===== src/rtl/uart_tx.sv =====
// 8N1 UART transmitter with an internal baud divider and a one-entry holding
// register so the producer can queue the next byte while a frame is on the line.
//
// Frame: start bit (0), 8 data bits LSB first, stop bit (1); every bit lasts
// CLKS_PER_BIT cycles of internal_clk. A byte accepted while a frame is running
// waits in the holding register and is launched straight after the current stop
// bit, so consecutive frames have no idle gap.
//
// Optional build macro UART_TX_PARITY_EN inserts an even-parity bit between the
// data bits and the stop bit, giving an 11-bit frame.

module uart_tx #(
    parameter int unsigned CLKS_PER_BIT = 104
) (
    input  logic       internal_clk,
    input  logic       i_rst,
    input  logic [7:0] i_data,
    input  logic       i_valid,
    output logic       o_ready,
    output logic       o_tx,
    output logic       o_busy,
    output logic       o_done
);

    // A one-cycle bit period would leave no room for the counter to wrap.
    if (CLKS_PER_BIT < 2) begin : g_bad_clks_per_bit
        $error("uart_tx: CLKS_PER_BIT must be at least 2");
    end

    localparam int unsigned    CntW   = (CLKS_PER_BIT < 2) ? 1 : $clog2(CLKS_PER_BIT);
    localparam logic [CntW-1:0] CntMax = CntW'(CLKS_PER_BIT - 1);

    typedef enum logic [2:0] {
        StIdle,
        StStart,
        StData,
`ifdef UART_TX_PARITY_EN
        StParity,
`endif
        StStop
    } state_e;

    state_e          state_q, state_d;
    logic [CntW-1:0] cnt_q, cnt_d;
    logic [3:0]      bit_idx_q, bit_idx_d;
    logic [7:0]      shift_q, shift_d;
    logic [7:0]      hold_q, hold_d;
    logic            hold_full_q, hold_full_d;
`ifdef UART_TX_PARITY_EN
    logic            parity_q, parity_d;
`endif

    logic accept;
    logic bit_end;
    logic load_direct;

    assign o_ready = ~hold_full_q;
    assign o_busy  = (state_q != StIdle);
    assign accept  = i_valid & ~hold_full_q;
    assign bit_end = (cnt_q == CntMax);

    // State register; reset returns the line to idle-high and drops any queued byte.
    always_ff @(posedge internal_clk or posedge i_rst) begin
        if (i_rst) begin
            state_q     <= StIdle;
            cnt_q       <= '0;
            bit_idx_q   <= '0;
            shift_q     <= '0;
            hold_q      <= '0;
            hold_full_q <= 1'b0;
`ifdef UART_TX_PARITY_EN
            parity_q    <= 1'b0;
`endif
        end else begin
            state_q     <= state_d;
            cnt_q       <= cnt_d;
            bit_idx_q   <= bit_idx_d;
            shift_q     <= shift_d;
            hold_q      <= hold_d;
            hold_full_q <= hold_full_d;
`ifdef UART_TX_PARITY_EN
            parity_q    <= parity_d;
`endif
        end
    end

    // Frame sequencing, baud timing, byte loading and the serial line level.
    always_comb begin
        state_d     = state_q;
        cnt_d       = cnt_q;
        bit_idx_d   = bit_idx_q;
        shift_d     = shift_q;
        hold_d      = hold_q;
        hold_full_d = hold_full_q;
`ifdef UART_TX_PARITY_EN
        parity_d    = parity_q;
`endif
        load_direct = 1'b0;
        o_done      = 1'b0;
        o_tx        = 1'b1;

        // The baud counter free-runs through a frame and wraps on each bit boundary.
        if (state_q != StIdle) begin
            cnt_d = bit_end ? '0 : cnt_q + 1'b1;
        end

        unique case (state_q)
            StIdle: begin
                o_tx = 1'b1;
                if (accept) begin
                    load_direct = 1'b1;
                end
            end

            StStart: begin
                o_tx = 1'b0;
                if (bit_end) begin
                    state_d   = StData;
                    bit_idx_d = '0;
                end
            end

            StData: begin
                o_tx = shift_q[0];
                if (bit_end) begin
                    shift_d   = {1'b0, shift_q[7:1]};
                    bit_idx_d = bit_idx_q + 4'd1;
                    if (bit_idx_q == 4'd7) begin
`ifdef UART_TX_PARITY_EN
                        state_d = StParity;
`else
                        state_d = StStop;
`endif
                    end
                end
            end

`ifdef UART_TX_PARITY_EN
            StParity: begin
                o_tx = parity_q;
                if (bit_end) begin
                    state_d = StStop;
                end
            end
`endif

            StStop: begin
                o_tx = 1'b1;
                if (bit_end) begin
                    o_done = 1'b1;
                    if (hold_full_q) begin
                        // Queued byte follows immediately with no idle gap.
                        shift_d     = hold_q;
                        hold_full_d = 1'b0;
                        state_d     = StStart;
`ifdef UART_TX_PARITY_EN
                        parity_d    = ^hold_q;
`endif
                    end else if (accept) begin
                        load_direct = 1'b1;
                    end else begin
                        state_d = StIdle;
                    end
                end
            end

            default: begin
                state_d = StIdle;
            end
        endcase

        // A byte accepted with no frame to follow goes straight into the shifter;
        // one accepted mid-frame waits in the holding register.
        if (load_direct) begin
            shift_d = i_data;
            state_d = StStart;
            cnt_d   = '0;
`ifdef UART_TX_PARITY_EN
            parity_d = ^i_data;
`endif
        end else if (accept) begin
            hold_d      = i_data;
            hold_full_d = 1'b1;
        end
    end

    // A queued byte can only exist while a frame is on the line.
    hold_only_when_busy: assert property (
        @(posedge internal_clk) disable iff (i_rst) hold_full_q |-> o_busy
    );

    // The end-of-frame pulse belongs to the stop bit.
    done_only_in_stop: assert property (
        @(posedge internal_clk) disable iff (i_rst) o_done |-> (state_q == StStop)
    );

endmodule


===== config.mk =====
export PLATFORM = sky130hd
export DESIGN_NAME = uart_tx
export DESIGN_NICKNAME = d
export VERILOG_FILES = /design/src/rtl/uart_tx.sv
export SDC_FILE = /design/constraint.sdc
export NUM_CORES = 1
export LEC_CHECK = 0
export CELL_PAD_IN_SITES_DETAIL_PLACEMENT = 1
export CELL_PAD_IN_SITES_GLOBAL_PLACEMENT = 1
export CORE_MARGIN = 3
export CORE_UTILIZATION = 41
export DETAILED_ROUTE_END_ITERATION = 6
export GPL_TIMING_DRIVEN = 0
export HOLD_SLACK_MARGIN = 0.02
export PLACE_DENSITY_LB_ADDON = 0.1
export RECOVER_POWER = 100
export SLEW_MARGIN = 25
export SYNTH_ARGS = -nofsm -noshare
export SYNTH_HDL_FRONTEND = slang
export SYNTH_SLANG_ARGS = --single-unit
export TNS_END_PERCENT = 10

===== constraint.sdc =====
create_clock -name internal_clk -period 2.1 [get_ports internal_clk]
set_input_delay 0.63 -clock internal_clk [delete_from_list [all_inputs] [get_ports internal_clk]]
set_output_delay 0.63 -clock internal_clk [all_outputs]
set_load 0.03 [all_outputs]

==> Word level (Yosys, flattened, before mapping) <==
Cells that the tools add are included.
{ "totals": {"ff_bits": 31, "inputBits": 11, "output_inout_bits": 4, "elab_cells": 64} }
{ "classes": {"add_sub_neg": 2, "eq_ne": 14, "n_mux": 30, "bitwise_logic": 3, "reduce_logical": 9} }
{ "ops": {"columns": ["cell", "count"], "rows": [
  ["two-way mux 8 bit", 4],
  ["two-way mux 3 bit", 7],
  ["two-way mux 7 bit", 3],
  ["case mux 8 bit (2 select lines)", 1],
  ["inequality test 3 bit (second input constant)", 5],
  ["case mux 3 bit (4 select lines)", 1],
  ["two-way mux 1 bit", 9],
  ["two-way mux 4 bit", 2],
  ["case mux 4 bit (2 select lines)", 1],
  ["adder 7 x 1 -> 7 bit (second input constant)", 1],
  ["equality test 7 bit (second input constant)", 1],
  ["equality test 3 x 2 -> 1 bit (second input constant)", 2],
  ["inequality test 2 bit (second input constant)", 3],
  ["AND reduction 6 bit", 1],
  ["nonzero test 3 bit", 2],
  ["adder 4 x 1 -> 4 bit (second input constant)", 1],
  ["equality test 4 x 3 -> 1 bit (second input constant)", 1],
  ["inequality test 4 bit (second input constant)", 1],
  ["case mux 1 bit (2 select lines)", 2],
  ["AND reduction 4 bit", 1],
  ["nonzero test 2 bit", 2],
  ["equality test 3 x 1 -> 1 bit (second input constant)", 1],
  ["logical NOT 3 bit", 1],
  ["AND reduction 3 bit", 1],
  ["other kinds (3)", 4]
]} }

==> Depth between registers and ports, before layout <==
{ "logic_depth": {"depth_word": 8, "depth_mapped": 7, "ltp_nobuf": 6} }

==> Worst setup path after synthesis <==
OpenSTA, ideal clock, no wires.
{ "synth_timing": {"path_type": "register to register", "startpoint": "register state_q[0]", "endpoint": "register shift_q[0]", "setup_ns": 0.125, "arrival_ns": 1.962, "required_time_ns": 1.975, "setup_slack_ns": 0.013, "path_stages_with_launch": 8, "path_buffers": 1, "synth_period_minus_slack_ns": 2.087, "cell_sequence": "dfrtp_1 > inv_1 > ha_1 > clkbuf_1 > nand2b_1 > a211oi_4 > mux2_2 > mux2_2"} }
{ "synth_between": {"elab_chain_cells": 4, "word_cells_on_any_way": 11, "cone_classes": "eq/ne: 5; mux: 3; reduce/logical: 3"} }
{ "synth_rtl": {"columns": ["element", "line_no", "text"], "rows": [
  ["start: declaration", "43", "state_e state_q, state_d;"],
  ["start signal: assignment", "65", "state_q <= StIdle;"],
  ["start signal: assignment", "75", "state_q <= state_d;"],
  ["equality test 3 x 2 -> 1 bit / logical NOT 3 bit (equally long branches)", "107", "unique case (state_q)"],
  ["case mux 1 bit (2 select lines)", "107", null],
  ["inequality test 3 bit (no source line) / nonzero test 3 bit (equally long branches)", null, null],
  ["AND reduction 4 bit (no source line)", null, null],
  ["end signal: assignment", "78", "shift_q <= shift_d;"],
  ["end: declaration", "46", "logic [7:0] shift_q, shift_d;"]
]} }
Parallel ways exist; a longest one is shown, timed or not.
A chain may end at the register's enable or synchronous reset.

==> Final worst setup path <==
{ "layout_timing": {"startpoint": "register cnt_q[1]", "endpoint": "output o_done"} }
{ "layout_between": {"elab_chain_cells": 3} }
{ "layout_rtl": {"columns": ["element", "line_no", "text"], "rows": [
  ["start: declaration", "44", "logic [CntW-1:0] cnt_q, cnt_d;"],
  ["start signal: assignment", "76", "cnt_q <= cnt_d;"],
  ["equality test 7 bit", "60", "assign bit_end = (cnt_q == CntMax);"],
  ["two-way mux 1 bit", "149", "if (bit_end) begin"],
  ["two-way mux 1 bit", "107", null],
  ["end: declaration", "22", "output logic o_done"]
]} }
Every way passes these cells.

==> qor.csv <==
metric;value;unit
violated checks;negative setup slack;
TritonCTS clock tree;built;
Post-synth EDFFs;0;
total of max-cap violations;0;
CP cell instances;ha_4 > and3_1 > buf_4 > and3_4 > buf_6;
r2r endpoint;shift_q[4];
Ant. Diodes;0;
Hold/Removal Path Class;reg2reg;
fmax;0.466;GHz
total die area;0.00497;mm2
Worst Setup Start Kind;register;
syn_nets;169;
PnR worst setup slack;-0.0474;ns
Iter 0 DRT Violations;46;
Crit path max-delay family;flip-flops;
Die Y;70.5;um
CP Buf/Inv Count;2;
Num Clock Sinks;30;
ANT nets after route;0;
Starting Density;44.5;%
RSZ-0062 raised after global routing;yes;
crit-path max FO;6;
clock slew at reported path FFs;0.06;ns
worst IR drop on VDD;0.000672;V
drt drc;0;
Placer Congestion;0.801;
DR vias;1304;
maximum buffer depth of the clock tree;2;
number of global-route vias before repair;1423;
layout cells sized above 1;40.1;%
status;finished with violations;
R2R depth;6;
All-Layer GR Usage;17.3;%
Via-to-Cell Ratio;5.67;
routed wire length;3.99;mm
Site Rows;22;
Max transition margin;24.7;%
commonest non-fill, non-tap cell in the layout;mux2_2;
worst hold endpoint;hold_q[1];
PwrDens;1280;mW/mm2
#FFs+latches synth;30;
slowest stage delay, CP;0.41;ns
Ys Warns;0;
Clock Latency Late Sink;0.29;ns
Finish-stage setup viols;2;
Synth Cell Area;0.00170;mm2
initial antenna violation count;0;
hold_ws;0.503;ns
Overflow after GRT;0;
crit path kind;reg2out;
most frequent cells in the layout;mux2_2 (30), dfrtp_1 (28), buf_4 (12);
WP data required;1.47;ns
r2r setup slk;0.04;ns
final clock skew;0.00556;ns
cells after synthesis;152;
CTS buffer count;5;
setup TNS;-0.0822;ns
sequential fraction of the synthesis area;44.1;%
chip width;70.5;um
CP max stage cell;dfrtp_1;
Avg WL per Cell;17.4;um
H-tree Lvls;2;
Max Slew Vio Count;0;
Worst Hold Depth;1;
Root Driver;clkbuf_8;
Setup crit end kind;primary output;
CP arrival;1.52;ns
leakage;0.000983;uW
hold_buf cts;0;
nets;198;
Reg2Reg Launch Point;cnt_q[4];
TritonRoute pass-1 iters;5;
Tcrit/Tclk final;102;%
largest net degree at the start of global routing;31;
Final Hold Viols;0;
first-pass GRT wire length;6.76;mm
worst-margin pin slew;1.13;ns
Final min period;2.15;ns
ys async rst share;100;%
Worst Hold Launch;hold_q[1];
core area;0.00383;mm2
I/O pin count;15;
syn_area_per_cell;11.2;um2
Top FF cell, synth;dfrtp_1;
library cells used by synthesis;39;
area grow syn2layout;27.5;%
port buffer count;14;
post-DP HPWL;2.73;mm
-- registers in the layout, summed over array words and instances (netlist names) --
register     flops
hold_q           8
shift_q          8
cnt_q            7
bit_idx_q        4
state_q          2
hold_full_q      1
-- cells by family after synthesis --
group           count (synthesis)  share of synthesized area (%)
compound gates                 28                           12.3
flops                          30                           44.1
buf+inv                        13                           3.52
simple gates                   39                           12.6
xor+xnor                        3                           1.54
fa+ha+maj                       6                           4.41
mux                            33                           21.6
-- layer usage --
metal | GRT usage, % | part of all wire (%) | vias up
li1 | - | - | 612
met1 | 20.4 | 44 | 645
met2 | 30.2 | 50 | 36
met3 | 3.31 | 2.7 | 11
met4 | 7.87 | 2.6 | 0
met5 | 0 | 0 | -
-- area by class of cell --
| class | count | area [um2] |
|---|---|---|
| multi-input cells | 109 | 978 |
| inverters | 7 | 26.3 |
| flip-flops and latches | 30 | 753 |
| clock inverters | 1 | 5.00 |
| well taps | 48 | 60.1 |
| repair buffers | 24 | 230 |
| fillers | 408 | 1650 |
| plain buffers | 4 | 33.8 |
| clock buffers | 7 | 86.3 |
-- synth_stat cells, types with 2 or more instances --
cell,count,area [um2]
and3_1,3,18.8
nor2b_1,2,12.5
inv_1,7,26.3
a31oi_1,2,12.5
xnor2_1,2,17.5
nand2_1,9,33.8
buf_2,3,15.0
mux2_2,30,338
a22o_1,5,43.8
dfrtp_1,30,751
o21ai_0,7,35.0
nor2_1,6,22.5
clkbuf_1,2,7.51
a21oi_1,4,20.0
nor4_1,2,12.5
a21o_1,2,15.0
nand2b_1,2,12.5
mux2i_1,3,30.0
ha_1,6,75.1
nand3_1,6,30.0
-- what timing repair did --
| action | in CTS | in global routing |
|---|---|---|
| pin swaps | 3 | 0 |
| setup endpoints to repair | 21 | 19 |
| gates resized for setup | 36 | 7 |
| setup buffers | 10 | 0 |
| endpoints found under the hold margin | 0 | 0 |
| cloned | 0 | 0 |
-- power by group --
part	switching [uW]	internal, uW	leakage [uW]
combinational	692	705	0.000548
sequential	153	742	0.000387
clock	217	264	0.0000482
-- metrics by stage --
| step | utilization, % | setup WS, ns | total power (uW) | std cells | cell area [um2] |
|---|---|---|---|---|---|
| after global routing | 56.8 | -0.0973 | 2970 | 230 | 2170 |
| after global placement | 49.8 | -0.627 | 1950 | 214 | 1900 |
| final | 56.8 | -0.0474 | 2770 | 230 | 2170 |
| after CTS | 56.4 | -0.0339 | 2740 | 230 | 2160 |
| after detailed placement | 49.8 | -0.664 | 2020 | 214 | 1900 |
| after floorplan | - | 0.0134 | 1700 | 152 | 1700 |
-- worst max-delay path by stage --
stage / endpoint / start / cells after the start
after global placement: o_done / state_q[1] / 5
after floorplan: shift_q[0] / state_q[0] / 7
after CTS: shift_q[7] / cnt_q[1] / 8
after detailed placement: o_done / state_q[1] / 5
final: o_done / cnt_q[1] / 5
after global routing: o_done / cnt_q[4] / 4
(Power assumes the default switching activity.)
